[config.mk]
export PLATFORM = sky130hd
export DESIGN_NAME = multi_word_adder_controller
export DESIGN_NICKNAME = d
export VERILOG_FILES = /design/src/rtl/multi_word_adder_controller_pkg.sv /design/src/rtl/multi_word_adder_controller_adder.sv /design/src/rtl/multi_word_adder_controller.sv
export SDC_FILE = /design/constraint.sdc
export NUM_CORES = 1
export LEC_CHECK = 0
export BUFFER_PORTS_ARGS = -buffer_cell sky130_fd_sc_hd__buf_2
export CAP_MARGIN = 10
export CORE_UTILIZATION = 57
export CTS_BUF_LIST = sky130_fd_sc_hd__clkbuf_4 sky130_fd_sc_hd__clkbuf_8
export CTS_CLUSTER_DIAMETER = 30
export DETAILED_ROUTE_END_ITERATION = 10
export PLACE_DENSITY_LB_ADDON = 0.3
export SYNTH_ARGS = -nofsm -noshare
export SYNTH_HDL_FRONTEND = slang
export SYNTH_SLANG_ARGS = --single-unit
[constraint.sdc]
create_clock -name clk -period 8.8 [get_ports clk]
set_input_delay 1.32 -clock clk [delete_from_list [all_inputs] [get_ports clk]]
set_output_delay 1.32 -clock clk [all_outputs]
set_load 0.03 [all_outputs]
[src/rtl/multi_word_adder_controller_pkg.sv]
// Shared constants and types for the multi-word adder controller.
// The state encoding is fixed so other blocks can decode the state register.
package multi_word_adder_controller_pkg;

    localparam int bits = 16;

    typedef enum logic [1:0] {
        IDLE = 2'd0,
        RUN  = 2'd1,
        DONE = 2'd2
    } state_t;

endpackage

[src/rtl/multi_word_adder_controller_adder.sv]
// The existing single-word ripple adder, reused once per word by the controller.
// Produces Sum = A + B + CarryIN with the carry out of the top bit.
module sixteen_bit_adder
    import multi_word_adder_controller_pkg::*;
(
    input  logic [bits-1:0] A,
    input  logic [bits-1:0] B,
    input  logic            CarryIN,
    output logic            CarryOUT,
    output logic [bits-1:0] Sum
);

    assign {CarryOUT, Sum} = {1'b0, A} + {1'b0, B} + {{bits{1'b0}}, CarryIN};

endmodule

[src/rtl/multi_word_adder_controller.sv]
// Multi-precision add/subtract that streams WORDS words through one 16-bit adder,
// least-significant word first, with the carry held in a register between words.
module multi_word_adder_controller
    import multi_word_adder_controller_pkg::*;
#(
    parameter int WORDS = 4
) (
    input  logic                  clk,
    input  logic                  reset,
    input  logic                  StartValid,
    output logic                  StartReady,
    input  logic [WORDS*bits-1:0] A,
    input  logic [WORDS*bits-1:0] B,
    input  logic                  CarryIN,
    input  logic                  Sub,
    output logic [WORDS*bits-1:0] Sum,
    output logic                  CarryOUT,
    output logic                  Overflow,
    output logic                  DoneValid,
    input  logic                  DoneReady
);

    localparam int IDX_W = (WORDS > 1) ? $clog2(WORDS) : 1;
    localparam logic [IDX_W-1:0] LAST_IDX = IDX_W'(WORDS - 1);

    state_t state, next_state;

    logic [WORDS*bits-1:0] a_q;
    logic [WORDS*bits-1:0] b_q;
    logic                  carry_q;
    logic [IDX_W-1:0]      idx;

    logic [bits-1:0] a_word;
    logic [bits-1:0] b_word;
    logic [bits-1:0] add_sum;
    logic            add_cout;
    logic            last_word;

    assign a_word    = a_q[idx*bits +: bits];
    assign b_word    = b_q[idx*bits +: bits];
    assign last_word = (idx == LAST_IDX);

    sixteen_bit_adder u_adder (
        .A        (a_word),
        .B        (b_word),
        .CarryIN  (carry_q),
        .CarryOUT (add_cout),
        .Sum      (add_sum)
    );

    always_ff @(posedge clk or posedge reset) begin
        if (reset) state <= IDLE;
        else       state <= next_state;
    end

    always_comb begin
        next_state = state;
        case (state)
            IDLE:    if (StartValid) next_state = RUN;
            RUN:     if (last_word)  next_state = DONE;
            DONE:    if (DoneReady)  next_state = IDLE;
            default: next_state = IDLE;
        endcase
    end

    always_comb begin
        StartReady = 1'b0;
        DoneValid  = 1'b0;
        case (state)
            IDLE:    StartReady = 1'b1;
            DONE:    DoneValid  = 1'b1;
            default: ;
        endcase
    end

    // Subtraction is A + ~B + ~borrow, so B and the first carry are inverted once at accept.
    always_ff @(posedge clk or posedge reset) begin
        if (reset) begin
            a_q      <= '0;
            b_q      <= '0;
            carry_q  <= 1'b0;
            idx      <= '0;
            Sum      <= '0;
            CarryOUT <= 1'b0;
            Overflow <= 1'b0;
        end else begin
            case (state)
                IDLE: begin
                    if (StartValid) begin
                        a_q     <= A;
                        b_q     <= Sub ? ~B : B;
                        carry_q <= CarryIN ^ Sub;
                        idx     <= '0;
                    end
                end
                RUN: begin
                    Sum[idx*bits +: bits] <= add_sum;
                    carry_q               <= add_cout;
                    if (last_word) begin
                        idx      <= '0;
                        CarryOUT <= add_cout;
                        Overflow <= (a_word[bits-1] == b_word[bits-1]) &&
                                    (add_sum[bits-1] != a_word[bits-1]);
                    end else begin
                        idx <= idx + 1'b1;
                    end
                end
                default: ;
            endcase
        end
    end

endmodule

Word level (Yosys, flattened, before mapping)
Index checks and enable logic that the tools add are counted.
- equality and inequality tests: 8
- mux-type cells: 13
- shifts and indexed selects: 4
- reductions and logical operators: 7
- add/subtract/negate cells: 4
- bitwise operators: 2
- operators by type and width (operator ; number):
    indexed part select 64 x 7 -> 16 bit ; 2
    bitwise mux 64 bit ; 1
    two-way mux 64 bit ; 1
    NOT 64 bit ; 1
    variable shift 16 x 34 -> 64 bit, first input constant ; 1
    indexed part select 16 x 34 -> 64 bit ; 1
    negation 6 -> 34 bit ; 1
    adder 16 x 16 -> 17 bit ; 1
    adder 17 x 1 -> 17 bit ; 1
    two-way mux 2 bit ; 5
    inequality test 2 bit, second input constant ; 3
    one-hot mux 2 bit (3 select lines) ; 1
    AND reduction 2 bit ; 3
    == test 2 bit, second input constant ; 2
    one-hot mux 2 bit (2 select lines) ; 1
    two-way mux 1 bit ; 3
    AND reduction 3 bit ; 1
    adder 2 x 1 -> 2 bit, second input constant ; 1
    == test 2 x 1 -> 1 bit, second input constant ; 1
    logical NOT 2 bit ; 1
    one-hot mux 1 bit (2 select lines) ; 1
    nonzero test 2 bit ; 1
    == test 1 bit ; 1
    logical AND 1 bit ; 1
    other kinds (2) ; 2
- register bits after elaboration: 199
- input bits: 134
- output and inout bits: 68
- word-level logic and storage cells: 46

Logic depth before layout (Yosys ltp)
Gate-level depths: netlist (run 1).
- word-level depth: 5
- depth in mapped cells: 11
- gate-level depth less buffers: 9

Hierarchy
A second synthesis (run 1) with hierarchy kept.
- cell total of the unflattened synthesis: 760
- area total of the unflattened synthesis: 9758.1 um2
- by module, submodules not included (module ; area each (um2) ; cells an instance ; instances ; sequential area each (um2)):
    multi_word_adder_controller ; 9024.9 ; 671 ; 1 ; 4979.8
    sixteen_bit_adder ; 733.2 ; 89 ; 1 ; 0.0

Least setup slack after synthesis (run 1)
Ideal clock, no wire load.
- path type: flip-flop to flip-flop
- start point: reg idx[0]
- end point: reg Sum[30]
- path slack: 5.494 ns
- library setup time: 0.069 ns
- cell stages (with the launch flop): 12
- data required time: 8.731 ns
- arrival: 3.237 ns
- period minus slack after synthesis: 3.306 ns
- buffers on the path: 2
- cell sequence: dfrtp_1 > buf_4 > buf_2 > mux4_2 > fa_1 > inv_1 > fa_1 > nor2b_1 > o21bai_1 > a21oi_2 > or4_1 > nand3_1
- longest elaborated chain between the ends: 5
- elaborated cells between the ends (all ways): 8
- classes of those cells: add/sub (3); shift (4); mux (1)
- ends and longest elaborated chain (item ; line ; source):
    from (decl) ; multi_word_adder_controller.sv:31 ; logic [IDX_W-1:0] idx;
    from (signal assigned) ; multi_word_adder_controller.sv:105 ; idx <= idx + 1'b1;
    indexed part select 64 x 7 -> 16 bit, on equally long branches ; multi_word_adder_controller.sv:39, multi_word_adder_controller.sv:40 ;
    adder 16 x 16 -> 17 bit ; multi_word_adder_controller_adder.sv:13 ; assign {CarryOUT, Sum} = {1'b0, A} + {1'b0, B} + {{bits{1'b0}}, CarryIN};
    adder 17 x 1 -> 17 bit ; multi_word_adder_controller_adder.sv:13 ;
    indexed part select 16 x 34 -> 64 bit ; multi_word_adder_controller.sv:97 ; Sum[idx*bits +: bits] <= add_sum;
    bitwise mux 64 bit * ; multi_word_adder_controller.sv:97 ;
    to (signal, indexed assignment) ; multi_word_adder_controller.sv:97 ;
    to (decl) ; multi_word_adder_controller.sv:16 ; output logic [WORDS*bits-1:0] Sum,
Every way passes the cells marked *; elsewhere a longest branch is shown, timed or not.
A chain may end at the register's enable or synchronous reset.

Worst setup path in the final report (run 1)
- start point: reg idx[0]
- end point: reg Sum[60]
The elaborated chain is that of the path after synthesis.

==> impl_metrics.env, run 1 <==
export IMPL_run_status="completed"
export IMPL_ctsResizeCount=0
export IMPL_area_growth_syn_to_layout_pct=15.8
export IMPL_cp_max_fanout=43
export IMPL_intPower_mw=2.71
export IMPL_placeableCoreArea_um2=16600
export IMPL_seq_area_frac_synth_pct=51.2
export IMPL_slew_limit_headroom_pct=31.6
export IMPL_via_count=7708
export IMPL_antenna_diode_count=0
export IMPL_p_seq_share_pct=29.9
export IMPL_final_critical_path_setup_slack_ns=5.14
export IMPL_synth_seq_cells=199
export IMPL_detail_route_drc_violations=0
export IMPL_synthCells=956
export IMPL_cts_htree_levels=4
export IMPL_worst_endpoint_required_ns=9.19
export IMPL_timing_hold_worst_endpoint="a_q[29]$_DFFE_PP0P_"
export IMPL_postSynthNetCount=1113
export IMPL_drtPass1Iterations=5
export IMPL_die_x_um=133
export IMPL_grt_overflow_total=0
export IMPL_tritoncts_num_sinks=199
export IMPL_drt_total_wl_um=23400
export IMPL_power_leakage_nw=5.41
export IMPL_irDropWorstVdd_v=0.000271
export IMPL_flip_flop_cell_with_the_highest_count_after_synthesis="sky130_fd_sc_hd__dfrtp_1"
export IMPL_timing_max_cap_violations=0
export IMPL_hold_wc_path_type="register to register"
export IMPL_grt_resource_usage_total_pct=27.8
export IMPL_cts_clk_slew_worst_paths_ns=0.10
export IMPL_clock_insertion_delay_worst_skew_ns=0.48
export IMPL_design_portCount=202
export IMPL_setup_worst_path_end_class="register"
export IMPL_utilization_pct=67.7
export IMPL_worst_clock_skew_ns=0.0127
export IMPL_post_drt_via_cell_ratio=5.68
export IMPL_power_mw=5.20
export IMPL_path_class="register to register"
export IMPL_drtAntennaViolNets=0
export IMPL_synthesis_area_per_instance_um2=10.2
export IMPL_p_clk_share_pct=13.1
export IMPL_hold_slack_ns=0.480
export IMPL_drt_first_iter_violations=594
export IMPL_numPlacedInstances=1325
export IMPL_slew_viol_final=0
export IMPL_final_non_filler_cell_total=1357
export IMPL_io_buffer_count=201
export IMPL_cts_tree="done"
export IMPL_final_common_cell="sky130_fd_sc_hd__nand2_1"
export IMPL_hold_violations=0
export IMPL_holdBufCountCts=0
export IMPL_initial_standard_cell_utilization_of_the_core_pct=58.4
export IMPL_power_switching_mw=2.49
export IMPL_grt_pass1_vias=7252
export IMPL_layout_cells_most_common_list="sky130_fd_sc_hd__nand2_1 (247), sky130_fd_sc_hd__buf_2 (200), sky130_fd_sc_hd__dfrtp_1 (197)"
export IMPL_timing_critical_path_arrival_ns=4.04
export IMPL_grt_first_pass_wirelength_um=37800
export IMPL_layout_cell_area_non_filler_um2=11300
export IMPL_worstMarginPinSlew_ns=1.03
export IMPL_synth_cell_types=52
export IMPL_postCtsSetupRepairBufs=0
export IMPL_cts_max_path_buffers=2
export IMPL_rsz_0062_raised_after_global_routing="no"
export IMPL_numCtsBuffers=17
export IMPL_asyncSetResetFlopFracSynth_pct=100
export IMPL_power_switching_fraction_pct=47.9
export IMPL_dieArea_um2=17600
export IMPL_start_kind="register"
export IMPL_timing_reg2reg_setup_slack_ns=5.14
export IMPL_grt_start_max_net_pins=139
export IMPL_antenna_found_initial=0
export IMPL_final_period_utilization_pct=41.6
export IMPL_hp_start="a_q[29]$_DFFE_PP0P_"
export IMPL_finalWeightedCongestion=0.912
export IMPL_row_count=47
export IMPL_wl_per_cell_um=17.2
export IMPL_regToRegStartpoint="idx[0]$_DFFE_PP0P_"
export IMPL_dp_hpwl_um=16500
export IMPL_power_density_cell_area_nw_per_um2=461
export IMPL_total_negative_slack_for_setup_checks_ns=0
export IMPL_placement_cell_area_um2=10800
export IMPL_layout_filler_cells=1325
export IMPL_timing_hold_worst_path_depth=2
export IMPL_max_freq_mhz=273
export IMPL_critical_path_reg2reg_endpoint="Sum[60]$_DFFE_PP0P_"
export IMPL_worstRegToRegCells=10
export IMPL_finalCriticalPeriod_ns=3.66
export IMPL_final_setup_viol_count=0
export IMPL_final_net_count=1281
export IMPL_post_synth_instance_area_um2=9730
export IMPL_synth_edff_count=0
export IMPL_detailedPlace_worstSlack_ns=5.15
export IMPL_die_h_um=133
export IMPL_cts_root_buffer_cell="sky130_fd_sc_hd__clkbuf_8"
export IMPL_layout_drive_gt1_share_pct=25.0
export IMPL_ys_warn_count=0
export IMPL_combinationalPowerShare_pct=57.0
-- critical path, stage by stage, from the launching register on --
cell and delay [ns]:
sky130_fd_sc_hd__dfrtp_2 0.35, sky130_fd_sc_hd__buf_4 0.58, sky130_fd_sc_hd__mux4_2 0.61, sky130_fd_sc_hd__fa_1 0.44, sky130_fd_sc_hd__inv_1 0.08, sky130_fd_sc_hd__fa_1 0.20, sky130_fd_sc_hd__nor2b_1 0.08, sky130_fd_sc_hd__o21bai_1 0.32
sky130_fd_sc_hd__a21oi_2 0.23, sky130_fd_sc_hd__o31a_1 0.38, sky130_fd_sc_hd__o31ai_1 0.28
-- Yosys cell counts, types with 5 or more instances --
| library cell | count | share of area, % |
|---|---|---|
| sky130_fd_sc_hd__xnor2_1 | 66 | 5.9 |
| sky130_fd_sc_hd__nand4_1 | 5 | 0.32 |
| sky130_fd_sc_hd__o21a_1 | 6 | 0.46 |
| sky130_fd_sc_hd__ha_1 | 21 | 2.7 |
| sky130_fd_sc_hd__nor2_1 | 75 | 2.9 |
| sky130_fd_sc_hd__nand2_1 | 247 | 9.5 |
| sky130_fd_sc_hd__dfrtp_1 | 199 | 51 |
| sky130_fd_sc_hd__o31ai_1 | 40 | 3.1 |
| sky130_fd_sc_hd__buf_2 | 14 | 0.72 |
| sky130_fd_sc_hd__clkbuf_1 | 34 | 1.3 |
| sky130_fd_sc_hd__inv_1 | 8 | 0.31 |
| sky130_fd_sc_hd__o21ai_0 | 16 | 0.82 |
| sky130_fd_sc_hd__a22o_1 | 20 | 1.8 |
| sky130_fd_sc_hd__mux4_2 | 32 | 7.4 |
| sky130_fd_sc_hd__nand3_1 | 13 | 0.67 |
| sky130_fd_sc_hd__a21oi_1 | 77 | 4.0 |
| sky130_fd_sc_hd__a21o_1 | 5 | 0.39 |
-- state kept, by name (all words and copies together) (netlist names) --
name,cells
b_q,64
Sum,64
state,2
Overflow,1
a_q,64
idx,2
CarryOUT,1
carry_q,1
-- cell type report --
| type | count | area [um2] | share of cell area, % |
|---|---|---|---|
| Sequential cell | 199 | 4980 | 44.2 |
| Multi-Input combinational cell | 691 | 4450 | 39.5 |
| Timing Repair Buffer | 207 | 1050 | 9.35 |
| Tap cell | 220 | 275 | 2.44 |
| Clock buffer | 18 | 248 | 2.20 |
| Clock inverter | 14 | 220 | 1.95 |
| Inverter | 8 | 37.5 | 0.333 |
-- kinds of logic (layout without fill, tap and decap cells) --
| logic type | after synthesis | count (layout) | synth area share, % |
|---|---|---|---|
| adder cells (fa/ha/maj) | 23 | 23 | 3.11 |
| XOR/XNOR | 70 | 70 | 6.30 |
| multiplexers | 32 | 32 | 7.41 |
| AND/OR/NAND/NOR | 375 | 375 | 16.1 |
| AO/OA/AOI/OAI | 191 | 191 | 12.7 |
| buffers and inverters | 66 | 247 | 3.11 |
| flip-flops | 199 | 199 | 51.2 |
-- power by group through the flow --
stage | logic (mW) | clock network, mW | registers (mW)
CTS | 2.93 | 0.687 | 1.55
floorplan | 2.03 | 0 | 1.66
detailed placement | 2.92 | 0 | 1.57
global route | 3.24 | 0.720 | 1.60
global placement | 2.85 | 0 | 1.56
finish | 2.96 | 0.682 | 1.55
-- per-layer routing --
metal  vias up  wire [um]  GRT usage [%]
met4         0        632           11.8
met5         -          0              0
met3        45       1480           4.48
met2       312      10700           42.3
li1       3637          -              -
met1      3714      10600           40.1
-- worst max path at each step --
stage,end,cells after the start,from,slack (ns)
after global placement,Sum[28]$_DFFE_PP0P_,10,idx[0]$_DFFE_PP0P_,5.22
after global routing,Sum[44]$_DFFE_PP0P_,10,idx[0]$_DFFE_PP0P_,4.89
final,Sum[60]$_DFFE_PP0P_,10,idx[0]$_DFFE_PP0P_,5.14
after floorplan,CarryOUT$_DFFE_PP0P_,1,reset,2.05
after detailed placement,Sum[60]$_DFFE_PP0P_,10,idx[0]$_DFFE_PP0P_,5.15
after CTS,Sum[60]$_DFFE_PP0P_,10,idx[0]$_DFFE_PP0P_,5.09
Note: power is estimated with default switching activity, not from simulation.
==> inputs of run 2 (changes only) <==
==> constraint.sdc (replaced) <==
create_clock -name clk -period 3.6 [get_ports clk]
set_input_delay 0.54 -clock clk [delete_from_list [all_inputs] [get_ports clk]]
set_output_delay 0.54 -clock clk [all_outputs]
set_load 0.03 [all_outputs]
==> run 2 against run 1 <==
Sequential power increased by 150%; largest cell class unchanged; clock skew about the same; count of clock-buffer cells in the layout decreased by 1.
==> impl_metrics.env, run 2 (synthesized netlist as in run 1, its figures left out) <==
export IMPL_dp_hpwl_um=18100
export IMPL_cts_tree="done"
export IMPL_irDropWorstVdd_v=0.000650
export IMPL_wl_per_cell_um=17.6
export IMPL_ctsResizeCount=0
export IMPL_grt_resource_usage_total_pct=28.8
export IMPL_cts_max_path_buffers=2
export IMPL_worstRegToRegCells=8
export IMPL_design_portCount=202
export IMPL_final_common_cell="sky130_fd_sc_hd__nand2_1"
export IMPL_rsz_0062_raised_after_global_routing="no"
export IMPL_biggestRegsByFlops="Sum x64, a_q x64, b_q x64"
export IMPL_die_h_um=133
export IMPL_multiInputGateArea_um2=4450
export IMPL_setup_worst_path_end_class="register"
export IMPL_worst_clock_skew_ns=0.0122
export IMPL_grt_overflow_total=0
export IMPL_numPlacedInstances=1344
export IMPL_footprint_of_the_flip_flops_and_latches_um2=4980
export IMPL_placeableCoreArea_um2=16600
export IMPL_area_growth_syn_to_layout_pct=17.1
export IMPL_timing_max_cap_violations=0
export IMPL_cts_root_buffer_cell="sky130_fd_sc_hd__clkbuf_8"
export IMPL_drtAntennaViolNets=0
export IMPL_run_status="completed"
export IMPL_max_freq_mhz=299
export IMPL_post_drt_via_cell_ratio=5.72
export IMPL_total_negative_slack_for_setup_checks_ns=0
export IMPL_initial_standard_cell_utilization_of_the_core_pct=58.4
export IMPL_antenna_found_initial=0
export IMPL_path_class="register to register"
export IMPL_power_leakage_nw=5.48
export IMPL_tritoncts_num_sinks=199
export IMPL_power_density_cell_area_nw_per_um2=1130
export IMPL_slew_limit_headroom_pct=20.4
export IMPL_clock_insertion_delay_worst_skew_ns=0.48
export IMPL_final_net_count=1300
export IMPL_slew_viol_final=0
export IMPL_drt_first_iter_violations=700
export IMPL_via_count=7871
export IMPL_start_kind="register"
export IMPL_layout_filler_cells=1307
export IMPL_io_buffer_count=201
export IMPL_grt_pass1_vias=7600
export IMPL_cts_htree_levels=4
export IMPL_holdBufCountCts=0
export IMPL_worst_endpoint_required_ns=3.94
export IMPL_cp_max_fanout=15
export IMPL_finalCriticalPeriod_ns=3.35
export IMPL_final_setup_viol_count=0
export IMPL_hold_slack_ns=0.214
export IMPL_cts_clk_slew_worst_paths_ns=0.10
export IMPL_detail_route_drc_violations=0
export IMPL_finalWeightedCongestion=0.933
export IMPL_final_non_filler_cell_total=1376
export IMPL_final_period_utilization_pct=93.0
export IMPL_antenna_diode_count=0
export IMPL_postCtsSetupRepairBufs=0
export IMPL_row_count=47
export IMPL_layout_cells_most_common_list="sky130_fd_sc_hd__nand2_1 (247), sky130_fd_sc_hd__buf_2 (200), sky130_fd_sc_hd__dfrtp_1 (197)"
export IMPL_die_x_um=133
export IMPL_numCtsBuffers=17
export IMPL_grt_first_pass_wirelength_um=38900
export IMPL_hold_violations=0
export IMPL_drt_total_wl_um=24200
export IMPL_drtPass1Iterations=5
export IMPL_layout_drive_gt1_share_pct=26.2
export IMPL_grt_start_max_net_pins=121
export IMPL_dieArea_um2=17600
export IMPL_timing_critical_path_arrival_ns=3.69
export IMPL_worstMarginPinSlew_ns=1.19
export IMPL_hold_wc_path_type="input pin to async pin"
## run 2: cell types whose count changed in the layout (fill, tap and decap cells not counted), sizes merged
cell	before	now
buf	207	226
bufinv	5	1
clkbuf	18	17
clkinv	2	5
inv	11	13
## run 2: per-stage QoR
step	utilization (%)	power, mW	cell area, um2	setup WS [ns]
after floorplan	-	9.03	9730	0.294
after global routing	68.4	13.7	11400	0.0221
final	68.4	12.9	11400	0.252
after CTS	68.4	12.8	11400	0.288
after detailed placement	66.2	11.4	11000	0.314
after global placement	66.2	11.2	11000	0.388
## run 2: layout make-up
| type | count | share of cell area, % |
|---|---|---|
| Clock buffer | 17 | 2.05 |
| Clock inverter | 15 | 1.25 |
| Inverter | 8 | 0.297 |
| Multi-Input combinational cell | 691 | 39.1 |
| Sequential cell | 199 | 43.8 |
| Tap cell | 220 | 2.42 |
| Timing Repair Buffer | 226 | 11.2 |
## run 2: power by group
group	internal (mW)	total, mW	switching [mW]
clock network	0.562	1.38	0.818
registers	3.19	3.87	0.685
logic	2.88	7.61	4.73
total	6.63	12.9	6.23
## run 2: path summary, 6_finish.rpt
check / start / to / slack [ns]
worst min-delay path: reset / a_q[12]$_DFFE_PP0P_ / 0.21
worst max-delay path: idx[0]$_DFFE_PP0P_ / Sum[25]$_DFFE_PP0P_ / 0.25
min in group clk: A[27] / a_q[27]$_DFFE_PP0P_ / 0.24
worst max register to register: idx[0]$_DFFE_PP0P_ / Sum[25]$_DFFE_PP0P_ / 0.25
worst min register to register: Sum[18]$_DFFE_PP0P_ / Sum[18]$_DFFE_PP0P_ / 0.48
max in group asynchronous: reset / idx[1]$_DFFE_PP0P_ / 2.73
## run 2: worst max-delay path: stages (launching register included)
cell	delay [ns]
sky130_fd_sc_hd__dfrtp_2	0.68
sky130_fd_sc_hd__buf_4	0.29
sky130_fd_sc_hd__mux4_2	0.52
sky130_fd_sc_hd__ha_1	0.43
sky130_fd_sc_hd__nand4_1	0.14
sky130_fd_sc_hd__a21oi_1	0.33
sky130_fd_sc_hd__o211ai_1	0.18
sky130_fd_sc_hd__a21boi_0	0.48
sky130_fd_sc_hd__o31ai_1	0.16
## run 2: metal layers
layer / routed length, um / part of all wire (%) / GRT usage (%)
met1: 10200 / 42 / 38.9
met2: 11700 / 49 / 46.8
met3: 1590 / 6.6 / 5.06
met5: 0 / 0 / 0
met4: 616 / 2.5 / 11.0
